<file path="src/rtl/rs232_rx.sv">
// UART receiver recovering 8N1 frames (8E1 when RS232_RX_PARITY_EN is defined) from an
// asynchronous serial line, sampled at mid-bit against a fixed clocks-per-bit divider.
module rs232_rx #(
    parameter int CLKS_PER_BIT = 16,
    parameter int SYNC_STAGES  = 2
) (
    input  logic       CLK,
    input  logic       RST,
    input  logic       RX,
    output logic [7:0] DATA,
    output logic       DONE,
    output logic       FRAME_ERR,
    output logic       BUSY
);

    localparam int CW = (CLKS_PER_BIT > 1) ? $clog2(CLKS_PER_BIT) : 1;
    localparam logic [CW-1:0] CNT_MID  = CW'(CLKS_PER_BIT / 2 - 1);
    localparam logic [CW-1:0] CNT_END  = CW'(CLKS_PER_BIT - 1);
    localparam logic [CW-1:0] CNT_ZERO = {CW{1'b0}};
    localparam logic [CW-1:0] CNT_ONE  = CW'(1);

`ifdef RS232_RX_PARITY_EN
    typedef enum logic [2:0] {
        S_IDLE   = 3'd0,
        S_START  = 3'd1,
        S_DATA   = 3'd2,
        S_PARITY = 3'd3,
        S_STOP   = 3'd4,
        S_BREAK  = 3'd5
    } state_t;

    function automatic logic even_parity(input logic [7:0] d);
        return ^d;
    endfunction
`else
    typedef enum logic [2:0] {
        S_IDLE   = 3'd0,
        S_START  = 3'd1,
        S_DATA   = 3'd2,
        S_STOP   = 3'd4,
        S_BREAK  = 3'd5
    } state_t;
`endif

    logic [SYNC_STAGES-1:0] sync_r;
    logic                   rxs_s;
    state_t                 state_r, state_s;
    logic [CW-1:0]          cnt_r, cnt_s;
    logic [2:0]             idx_r, idx_s;
    logic [7:0]             shift_r, shift_s;
    logic [7:0]             data_r, data_s;
    logic                   done_r, done_s;
    logic                   ferr_r, ferr_s;
    logic                   busy_r;
    logic                   par_good_s;

    // Metastability synchronizer, preset to the idle (high) line level.
    always_ff @(posedge CLK or negedge RST) begin
        if (!RST) begin
            sync_r <= {SYNC_STAGES{1'b1}};
        end else begin
            sync_r <= {sync_r[SYNC_STAGES-2:0], RX};
        end
    end

    assign rxs_s = sync_r[SYNC_STAGES-1];

`ifdef RS232_RX_PARITY_EN
    logic par_ok_r, par_ok_s;
    assign par_good_s = par_ok_r;
`else
    assign par_good_s = 1'b1;
`endif

    // Next-state and datapath decode for the receive FSM.
    always_comb begin
        state_s = state_r;
        cnt_s   = cnt_r;
        idx_s   = idx_r;
        shift_s = shift_r;
        data_s  = data_r;
        done_s  = 1'b0;
        ferr_s  = 1'b0;
`ifdef RS232_RX_PARITY_EN
        par_ok_s = par_ok_r;
`endif
        unique case (state_r)
            S_IDLE: begin
                cnt_s = CNT_ZERO;
                idx_s = 3'd0;
                if (!rxs_s) begin
                    state_s = S_START;
                end else begin
                    state_s = S_IDLE;
                end
            end
            S_START: begin
                // A low pulse that is gone by mid start bit is treated as a glitch.
                if (cnt_r == CNT_MID) begin
                    cnt_s = CNT_ZERO;
                    if (rxs_s) begin
                        state_s = S_IDLE;
                    end else begin
                        state_s = S_DATA;
                    end
                end else begin
                    cnt_s = cnt_r + CNT_ONE;
                end
            end
            S_DATA: begin
                if (cnt_r == CNT_END) begin
                    cnt_s          = CNT_ZERO;
                    shift_s[idx_r] = rxs_s;
                    if (idx_r == 3'd7) begin
                        idx_s = 3'd0;
`ifdef RS232_RX_PARITY_EN
                        state_s = S_PARITY;
`else
                        state_s = S_STOP;
`endif
                    end else begin
                        idx_s = idx_r + 3'd1;
                    end
                end else begin
                    cnt_s = cnt_r + CNT_ONE;
                end
            end
`ifdef RS232_RX_PARITY_EN
            S_PARITY: begin
                if (cnt_r == CNT_END) begin
                    cnt_s    = CNT_ZERO;
                    par_ok_s = (rxs_s == even_parity(shift_r));
                    state_s  = S_STOP;
                end else begin
                    cnt_s = cnt_r + CNT_ONE;
                end
            end
`endif
            S_STOP: begin
                // Leaving at mid-stop gives half a bit of margin for a back-to-back start edge.
                if (cnt_r == CNT_END) begin
                    cnt_s = CNT_ZERO;
                    if (rxs_s && par_good_s) begin
                        data_s  = shift_r;
                        done_s  = 1'b1;
                        state_s = S_IDLE;
                    end else if (rxs_s) begin
                        ferr_s  = 1'b1;
                        state_s = S_IDLE;
                    end else begin
                        ferr_s  = 1'b1;
                        state_s = S_BREAK;
                    end
                end else begin
                    cnt_s = cnt_r + CNT_ONE;
                end
            end
            S_BREAK: begin
                // A held-low line reports one error, then waits for the line to recover.
                cnt_s = CNT_ZERO;
                if (rxs_s) begin
                    state_s = S_IDLE;
                end else begin
                    state_s = S_BREAK;
                end
            end
            default: begin
                state_s = S_IDLE;
                cnt_s   = CNT_ZERO;
                idx_s   = 3'd0;
            end
        endcase
    end

    // FSM state, datapath and registered output flops.
    always_ff @(posedge CLK or negedge RST) begin
        if (!RST) begin
            state_r <= S_IDLE;
            cnt_r   <= CNT_ZERO;
            idx_r   <= 3'd0;
            shift_r <= 8'h00;
            data_r  <= 8'h00;
            done_r  <= 1'b0;
            ferr_r  <= 1'b0;
            busy_r  <= 1'b0;
        end else begin
            state_r <= state_s;
            cnt_r   <= cnt_s;
            idx_r   <= idx_s;
            shift_r <= shift_s;
            data_r  <= data_s;
            done_r  <= done_s;
            ferr_r  <= ferr_s;
            busy_r  <= (state_s != S_IDLE);
        end
    end

`ifdef RS232_RX_PARITY_EN
    // Parity verdict held from the parity bit until the stop bit decision.
    always_ff @(posedge CLK or negedge RST) begin
        if (!RST) begin
            par_ok_r <= 1'b0;
        end else begin
            par_ok_r <= par_ok_s;
        end
    end
`endif

    assign DATA      = data_r;
    assign DONE      = done_r;
    assign FRAME_ERR = ferr_r;
    assign BUSY      = busy_r;

endmodule

</file>
<file path="config.mk">
export PLATFORM = sky130hd
export DESIGN_NAME = rs232_rx
export DESIGN_NICKNAME = d
export VERILOG_FILES = /design/src/rtl/rs232_rx.sv
export SDC_FILE = /design/constraint.sdc
export NUM_CORES = 1
export LEC_CHECK = 0
export CAP_MARGIN = 10
export CORE_ASPECT_RATIO = 0.5
export CORE_MARGIN = 8
export CORE_UTILIZATION = 42
export DETAILED_ROUTE_END_ITERATION = 16
export PLACE_DENSITY = 0.73
export SYNTH_ARGS = -nofsm -noshare
export SYNTH_HDL_FRONTEND = slang
export SYNTH_SLANG_ARGS = --single-unit
</file>
<file path="constraint.sdc">
create_clock -name CLK -period 4.8 [get_ports CLK]
set_input_delay 0.48 -clock CLK [delete_from_list [all_inputs] [get_ports CLK]]
set_output_delay 0.48 -clock CLK [all_outputs]
set_load 0.05 [all_outputs]
</file>
# ---- Word level (Yosys, flattened, before mapping)
# Index checks and enable logic that the tools add are counted.
dict set report totals {
  register_bits 31
  wordCells 53
}
dict set report classes {
  n_reduce_logical 8
  bitwise_logic 1
  muxes 23
  add_sub_neg 2
  order_cmp 2
  eq_ne 8
}
# operator n
set ops {}
lappend ops {{$mux 3} 7}
lappend ops {{$pmux 3 s5} 1}
lappend ops {{$eq 3x3->1 const B} 3}
lappend ops {{$bwmux 8} 1}
lappend ops {{$mux 1} 8}
lappend ops {{$mux 4} 2}
lappend ops {{$pmux 4 s2} 1}
lappend ops {{$pmux 3 s2} 1}
lappend ops {{$add 4x1->4 const B} 1}
lappend ops {{$eq 4x3->1 const B} 1}
lappend ops {{$eq 4x4->1 const B} 1}
lappend ops {{$lt 3x4->1 const B} 1}
lappend ops {{$reduce_and 2->1} 2}
lappend ops {{$add 3x1->3 const B} 1}
lappend ops {{$demux 1 s3} 1}
lappend ops {{$eq 3x1->1 const B} 1}
lappend ops {{$eq 3x2->1 const B} 1}
lappend ops {{$ge 3x1->1 const B} 1}
lappend ops {{$logic_not 3->1} 1}
lappend ops {{$reduce_and 3->1} 1}
lappend ops {{$reduce_bool 3->1} 1}
lappend ops {{$reduce_or 3->1} 1}
lappend ops {{$mux 2} 1}
lappend ops {{$ne 2x2->1 const B} 1}
lappend ops {{3 further kinds} 3}

# ---- Depth between registers and ports, before layout
# Gate-level depths: netlist of run 1.
dict set report logic_depth {
  word_depth 5
  mapped_depth 5
}

# ---- Worst setup path after synthesis of run 1
# Ideal clock, no wire load.
dict set report synth_path {
  path_kind {register to register}
  startpoint {register cnt_r[0]}
  endpoint {register data_r[0], in the netlist DATA[0]}
  path_stages_with_launch 6
  synth_period_minus_slack_ns 1.565
  setup_slack_ns 3.235
  n_path_buf 1
  arrival_ns 1.441
  setup_ns 0.125
  path_cell_list {dfrtp_1 > ha_1 > buf_4 > nand4b_4 > nor3_4 > mux2_2}
}
dict set report synth_between {
  elab_chain_len 2
}
# element line
set synth_lines {}
lappend synth_lines {{start, declared} 48} ;# logic [CW-1:0] cnt_r, cnt_s;
lappend synth_lines {{start signal, assigned} 188} ;# cnt_r <= cnt_s;
lappend synth_lines {{$eq 4x4->1} 141} ;# if (cnt_r == CNT_END) begin
lappend synth_lines {{$reduce_and 3->1 (no source line)} n/a}
lappend synth_lines {{end signal, assigned} 191} ;# data_r <= data_s;
lappend synth_lines {{end, declared} 51} ;# logic [7:0] data_r, data_s;
# Every way passes these cells.
# A chain may end at the register's enable or synchronous reset.

# ---- Final worst setup path of run 1
dict set report layout_path {
  startpoint {register data_r[0], in the netlist DATA[0]}
  endpoint {output DATA[0]}
}
# element line
set layout_lines {}
lappend layout_lines {{end, declared} 10} ;# output logic [7:0] DATA,
# No word-level cell between the ends.

==> impl_metrics.csv, run 1 <==
group,metric,value,unit
clocking,cts-root-buf,"clkbuf_8",
synth,syn-num-nets,125,
layout,nFillCells,288,
global_routing,track_usage,10.3,%
layout,antenna_cells,0,
setup_path,critical_path_depth,1,
setup_path,path_buf_inv,1,
sta,maxSlewViolCount,0,
route,postRouteWirelength,2660,µm
worst_hold_path,holdCritPathClass,"register to register",
route,highest_layer,"met4",
setup_path,max_stage_delay,0.81,ns
setup_path,reg2regPathDepth,4,
placement,dp.cells,168,
route,route.detailed.drc,0,
synth,yosysTopAreaCellShare,49.9,%
placement,place_hpwl,1770,µm
route,met1_length,1270,µm
sta,setup_slack,2.89,ns
floorplan,die_area,0.00572,mm²
global_routing,grt_pass1_vias,967,
synth,yosys_warnings,0,
job,cap_viol_max_count,0,
layout,regArea,778,µm²
setup_path,endpoint_kind,"primary output",
placement,place_congestion,0.776,
synth,yosysSeqAreaShare,53.5,%
route,viasPerCell,5.51,
pwr,p_leak,0.800,nW
layout,areaGrowthSynthToFinish,18.1,%
route,post_drt_wl_per_cell,15.1,µm
setup_path,slowest_stage,"clkdlybuf4s50_1",
synth,ys_ff_latch,31,
global_routing,antenna_found_initial,0,
clocking,postCtsResizedCells,0,
route,initialDrtViolationCount,54,
synth,ys_types,35,
route,vias,970,
pwr,cellPowerDensity,420,mW/mm²
floorplan,die_w,99.2,µm
global_routing,grt_overflow,0,
floorplan,start_util,43.1,%
worst_hold_path,holdPathStages,0,
clocking,clk_pin_slew,0.06,ns
sta,fin_skew,0.00395,ns
pwr,vdd_drop_max,0.000170,V
setup_path,critical_path.startpoint_type,"register",
synth,synth_area_leaders,"dfrtp_1 (50%), mux2_2 (12%), dfstp_2 (3.6%)",
clocking,cts_setup_buffers,0,
synth,post-synth-top-area-cell,"dfrtp_1",
layout,nNetsFinal,139,
clocking,cts_made_buffers,5,
layout,drive_gt1_share,23.9,%
clocking,tritoncts,"built",
clocking,cts_max_path_buffers,2,
clocking,postCtsHoldBufs,0,
route,wl_met2,1260,µm
setup_path,cpLargestDelayFamily,"buffers and inverters",
setup_path,cp_max_fo,2,
run_status,outcome,"finished, final reports clean",
sta,final.setup.tns,0,ns
layout,stdcell_count,176,
route,ant_nets,0,
setup_path,cp.required,4.32,ns
setup_path,path_cells,"clkdlybuf4s50_1",
synth,synthCells,119,
floorplan,io_pins,14,
sta,setup_violations,0,
sta,fmax,0.523,GHz
layout,multi_input_area,618,µm²
clocking,clock-sinks,31,
sta,fin_crit,1.91,ns
sta,hold_viol,0,
global_routing,grt_pass1_wl,4630,µm
sta,max-slew-margin-rel,64.0,%
sta,rsz0062_at_grt,"no",
global_routing,grt_max_degree,32,
route,wl_met3,89,µm
placement,place_worst_setup_slack,2.92,ns
setup_path,critPathArrivalTime,1.43,ns
floorplan,num_rows,15,
setup_path,worstSetupPathType,"register to primary output",
sta,worstMarginPinSlew,0.526,ns
placement,portBuffers,13,
sta,min_period_over_period,39.8,%
synth,syn_area,0.00146,mm²
clocking,clk_latency,0.28,ns
floorplan,core_area,0.00338,mm²
synth,syn_area_per_cell,12.2,µm²
floorplan,fp.dieH,57.6,µm
route,first_pass_iters,4,
clocking,htreeDepth,2,
sta,holdWs,0.356,ns
==> logic make-up (layout without fill, tap and decap cells) <==
group	after synthesis	after routing	share of synthesized area [%]
AO/OA/AOI/OAI	17	17	8.77
XOR/XNOR	4	4	2.41
adder cells (fa/ha/maj)	3	3	2.58
buffers and inverters	11	26	4.04
flip-flops	31	31	53.5
multiplexers	16	16	12.4
AND/OR/NAND/NOR	37	37	16.3
==> final timing paths <==
kind | startpoint | slack, ns | endpoint
setup / recovery | DATA[0] | 2.89 | DATA[0]
hold / removal | sync_r[0] | 0.36 | sync_r[1]
setup reg to reg | cnt_r[0] | 2.93 | DATA[6]
hold reg to reg | sync_r[0] | 0.36 | sync_r[1]
max in group asynchronous | RST | 3.89 | sync_r[1]
min in group asynchronous | RST | 0.59 | DATA[1]
==> per-stage QoR <==
step | power (mW) | util, % | cell area [µm²]
after floorplan | 0.442 | - | 1460
after global placement | 0.458 | 47.4 | 1600
after detailed placement | 0.466 | 47.4 | 1600
after CTS | 0.729 | 50.9 | 1720
after global routing | 0.763 | 50.9 | 1720
final | 0.722 | 50.9 | 1720
==> synthesized netlist by cell type (all sizes together) <==
master / n
nor2b: 2
nand3: 4
a22o: 1
a32o: 1
xnor2: 2
o21ai: 2
xor2: 2
and4b: 2
a311oi: 1
nor4: 5
nand2b: 3
ha: 3
nor3: 6
o21a: 1
clkbuf: 1
a211o: 1
dfrtp: 29
nor4b: 1
a31o: 1
o21ba: 1
nand4: 5
o21bai: 1
nand2: 2
o221a: 1
a2111oi: 1
nand4b: 1
dfstp: 2
inv: 4
a21o: 1
buf: 6
nor2: 6
a21oi: 4
mux2: 16
==> cell type report <==
type,instances,share of cell area [%]
Clock inverter,2,2.04
Inverter,4,0.873
Multi-Input combinational cell,77,36.0
Clock buffer,6,4.80
Sequential cell,31,45.3
Tap cell,42,3.06
Timing Repair Buffer,14,8.01
==> state kept, by name (all words and copies together), names as in the netlist, 2 cells and up <==
register and count:
state_r 3, sync_r 2, DATA 8, idx_r 3, cnt_r 4, shift_r 8
==> where the power goes <==
part	internal [mW]	switching (mW)
Clock	0.168	0.0929
Sequential	0.287	0.0452
Combinational	0.0594	0.0697
==> layout by cell type, fill, tap and decap left out, types with 4 or more instances in the layout <==
| master | count |
|---|---|
| a21oi_1 | 4 |
| dfrtp_1 | 29 |
| nand3_1 | 4 |
| nor4_1 | 5 |
| nand4_1 | 5 |
| nor3_1 | 5 |
| nor2_1 | 6 |
| inv_1 | 4 |
| mux2_2 | 16 |
| clkbuf_8 | 6 |
| clkdlybuf4s50_1 | 13 |
==> per-layer routing <==
| metal | global-route usage (%) | vias up |
|---|---|---|
| met5 | 0 | - |
| met3 | 2.98 | 4 |
| met1 | 12.9 | 490 |
| met2 | 15.5 | 11 |
| li1 | - | 465 |
| met4 | 5.97 | 0 |
(Power assumes the default switching activity.)
==> run 2: changes to the inputs <==
- PLACE_DENSITY: 0.73 -> 0.75
- clock period: 4.8 -> 1.57 ns (I/O delays scaled with it)
==> run 2 against run 1 <==
Sequential power grew to 2.9 times the previous value. Largest power group unchanged. Clock skew is 0.0012 ns higher. Cell area is 6.8% higher. Hold slack worse by 0.084 ns. First-iteration DRC count is 37% lower. Count of clock-buffer cells in the layout stayed put. Clock power is 130% higher. Critical path type is now register to register.
==> impl_metrics.csv, run 2 (synthesis gave the netlist of run 1 again) <==
group,metric,value,unit
run_status,outcome,"finished, final reports clean",
global_routing,track_usage,10.6,%
setup_path,max_stage_delay,0.39,ns
layout,areaGrowthSynthToFinish,26.1,%
clocking,cts-root-buf,"clkbuf_8",
setup_path,critPathArrivalTime,1.70,ns
sta,final.setup.tns,0,ns
global_routing,grt_max_degree,32,
clocking,cts_made_buffers,5,
setup_path,cp_max_fo,8,
layout,nNetsFinal,152,
setup_path,reg2regPathDepth,4,
setup_path,endpoint_kind,"register",
sta,max-slew-margin-rel,69.3,%
floorplan,num_rows,15,
global_routing,grt_overflow,0,
floorplan,core_area,0.00338,mm²
setup_path,worstReg2RegEnd,"shift_r[2]",
layout,stdcell_count,189,
pwr,p_leak,0.883,nW
pwr,cellPowerDensity,1210,mW/mm²
setup_path,reg2reg_slack,0.03,ns
floorplan,die_w,99.2,µm
route,viasPerCell,5.41,
setup_path,cpLargestDelayFamily,"simple AND/OR/NAND/NOR gates",
setup_path,slowest_stage,"dfrtp_1",
setup_path,path_cells,"ha_4 > nand4b_4 > nor4_1 > mux2_2",
setup_path,path_buf_inv,0,
setup_path,worstSetupPathType,"register to register",
layout,drive_gt1_share,40.8,%
global_routing,antenna_found_initial,0,
route,route.detailed.drc,0,
route,post_drt_wl_per_cell,15.9,µm
clocking,htreeDepth,2,
placement,place_hpwl,1940,µm
global_routing,grt_pass1_wl,4730,µm
sta,rsz0062_at_grt,"yes",
placement,place_congestion,0.817,
sta,worstMarginPinSlew,0.456,ns
sta,maxSlewViolCount,0,
route,ant_nets,0,
setup_path,worstReg2RegStart,"cnt_r[0]",
sta,hold_viol,0,
global_routing,grt_pass1_vias,946,
floorplan,fp.dieH,57.6,µm
floorplan,die_area,0.00572,mm²
setup_path,critical_path.startpoint_type,"register",
job,cap_viol_max_count,0,
sta,fin_skew,0.00511,ns
floorplan,io_pins,14,
layout,post-route-util,54.3,%
sta,min_period_over_period,97.8,%
worst_hold_path,holdCritPathClass,"primary input to async pin",
clocking,cts_max_path_buffers,2,
route,vias,1022,
sta,fmax,0.651,GHz
sta,setup_violations,0,
floorplan,start_util,43.1,%
clocking,clock-sinks,31,
layout,antenna_cells,0,
route,postRouteWirelength,3000,µm
placement,portBuffers,13,
sta,fin_crit,1.54,ns
clocking,tritoncts,"built",
route,initialDrtViolationCount,34,
pwr,vdd_drop_max,0.000484,V
setup_path,cp.required,1.74,ns
clocking,clk_pin_slew,0.07,ns
clocking,clk_latency,0.28,ns
placement,dp.cells,180,
layout,layout_commonest_cell,"dfrtp_1",
layout,mostFrequentLayoutCells,"dfrtp_1 (29), buf_4 (22), mux2_4 (9)",
route,first_pass_iters,4,
==> run 2: cell types whose count changed in the layout (fill, tap and decap cells not counted), moves of 2 or more <==
cell	previous run	this run
buf_4	1	22
mux2_4	0	9
mux2_2	16	7
clkdlybuf4s50_1	13	2
buf_6	0	2
==> run 2: stage by stage <==
step | setup WS [ns] | cell area, µm² | hold WS, ns | power (mW)
final | 0.0348 | 1840 | 0.272 | 2.22
after global routing | -0.0515 | 1840 | 0.277 | 2.35
after CTS | 0.0170 | 1770 | 0.281 | 2.15
after detailed placement | 0.00620 | 1680 | 0.350 | 1.54
after global placement | 0.0223 | 1680 | 0.346 | 1.52
after floorplan | 0.00459 | 1460 | -0.139 | 1.35
==> run 2: how the worst max path moves through the flow <==
| stage | slack, ns | from | end | cells past startpoint |
|---|---|---|---|---|
| 2_1_floorplan | 0.005 | cnt_r[0] | DATA[0] | 5 |
| 3_3_place_gp | 0.02 | cnt_r[0] | shift_r[5] | 5 |
| 3_5_place_dp | 0.006 | cnt_r[0] | shift_r[0] | 5 |
| 4_1_cts | 0.02 | cnt_r[0] | shift_r[2] | 4 |
| 5_1_grt | -0.05 | cnt_r[0] | shift_r[7] | 4 |
| 6_report | 0.03 | cnt_r[0] | shift_r[2] | 4 |
==> run 2: timing repair <==
| item | in CTS | in global routing |
|---|---|---|
| gates resized for setup | 2 | 16 |
| endpoints found under the setup margin | 4 | 18 |
| hold buffers | 0 | 0 |
| setup buffers | 0 | 1 |
==> run 2: area by class of cell <==
cell class	instances	area, µm²
Fill cell	277	1540
Sequential cell	31	778
Multi-Input combinational cell	77	677
Timing Repair Buffer	27	228
Clock buffer	6	72.6
Tap cell	42	52.6
Inverter	4	15.0
Clock inverter	2	12.5
==> run 2: where the power goes <==
part / total [mW] / internal, mW / leakage, nW / switching [mW]
combinational: 0.666 / 0.321 / 0.431 / 0.345
clock: 0.603 / 0.309 / 0.0412 / 0.294
sequential: 0.948 / 0.877 / 0.411 / 0.0706
==> run 2: metal layers <==
| metal | global-route usage, % | routed length (µm) | vias to the layer above |
|---|---|---|---|
| met2 | 15.0 | 1390 | 25 |
| met3 | 3.22 | 109 | 6 |
| met1 | 14.1 | 1450 | 498 |
| met5 | 0 | 0 | - |
| li1 | - | - | 493 |
| met4 | 5.76 | 47 | 0 |
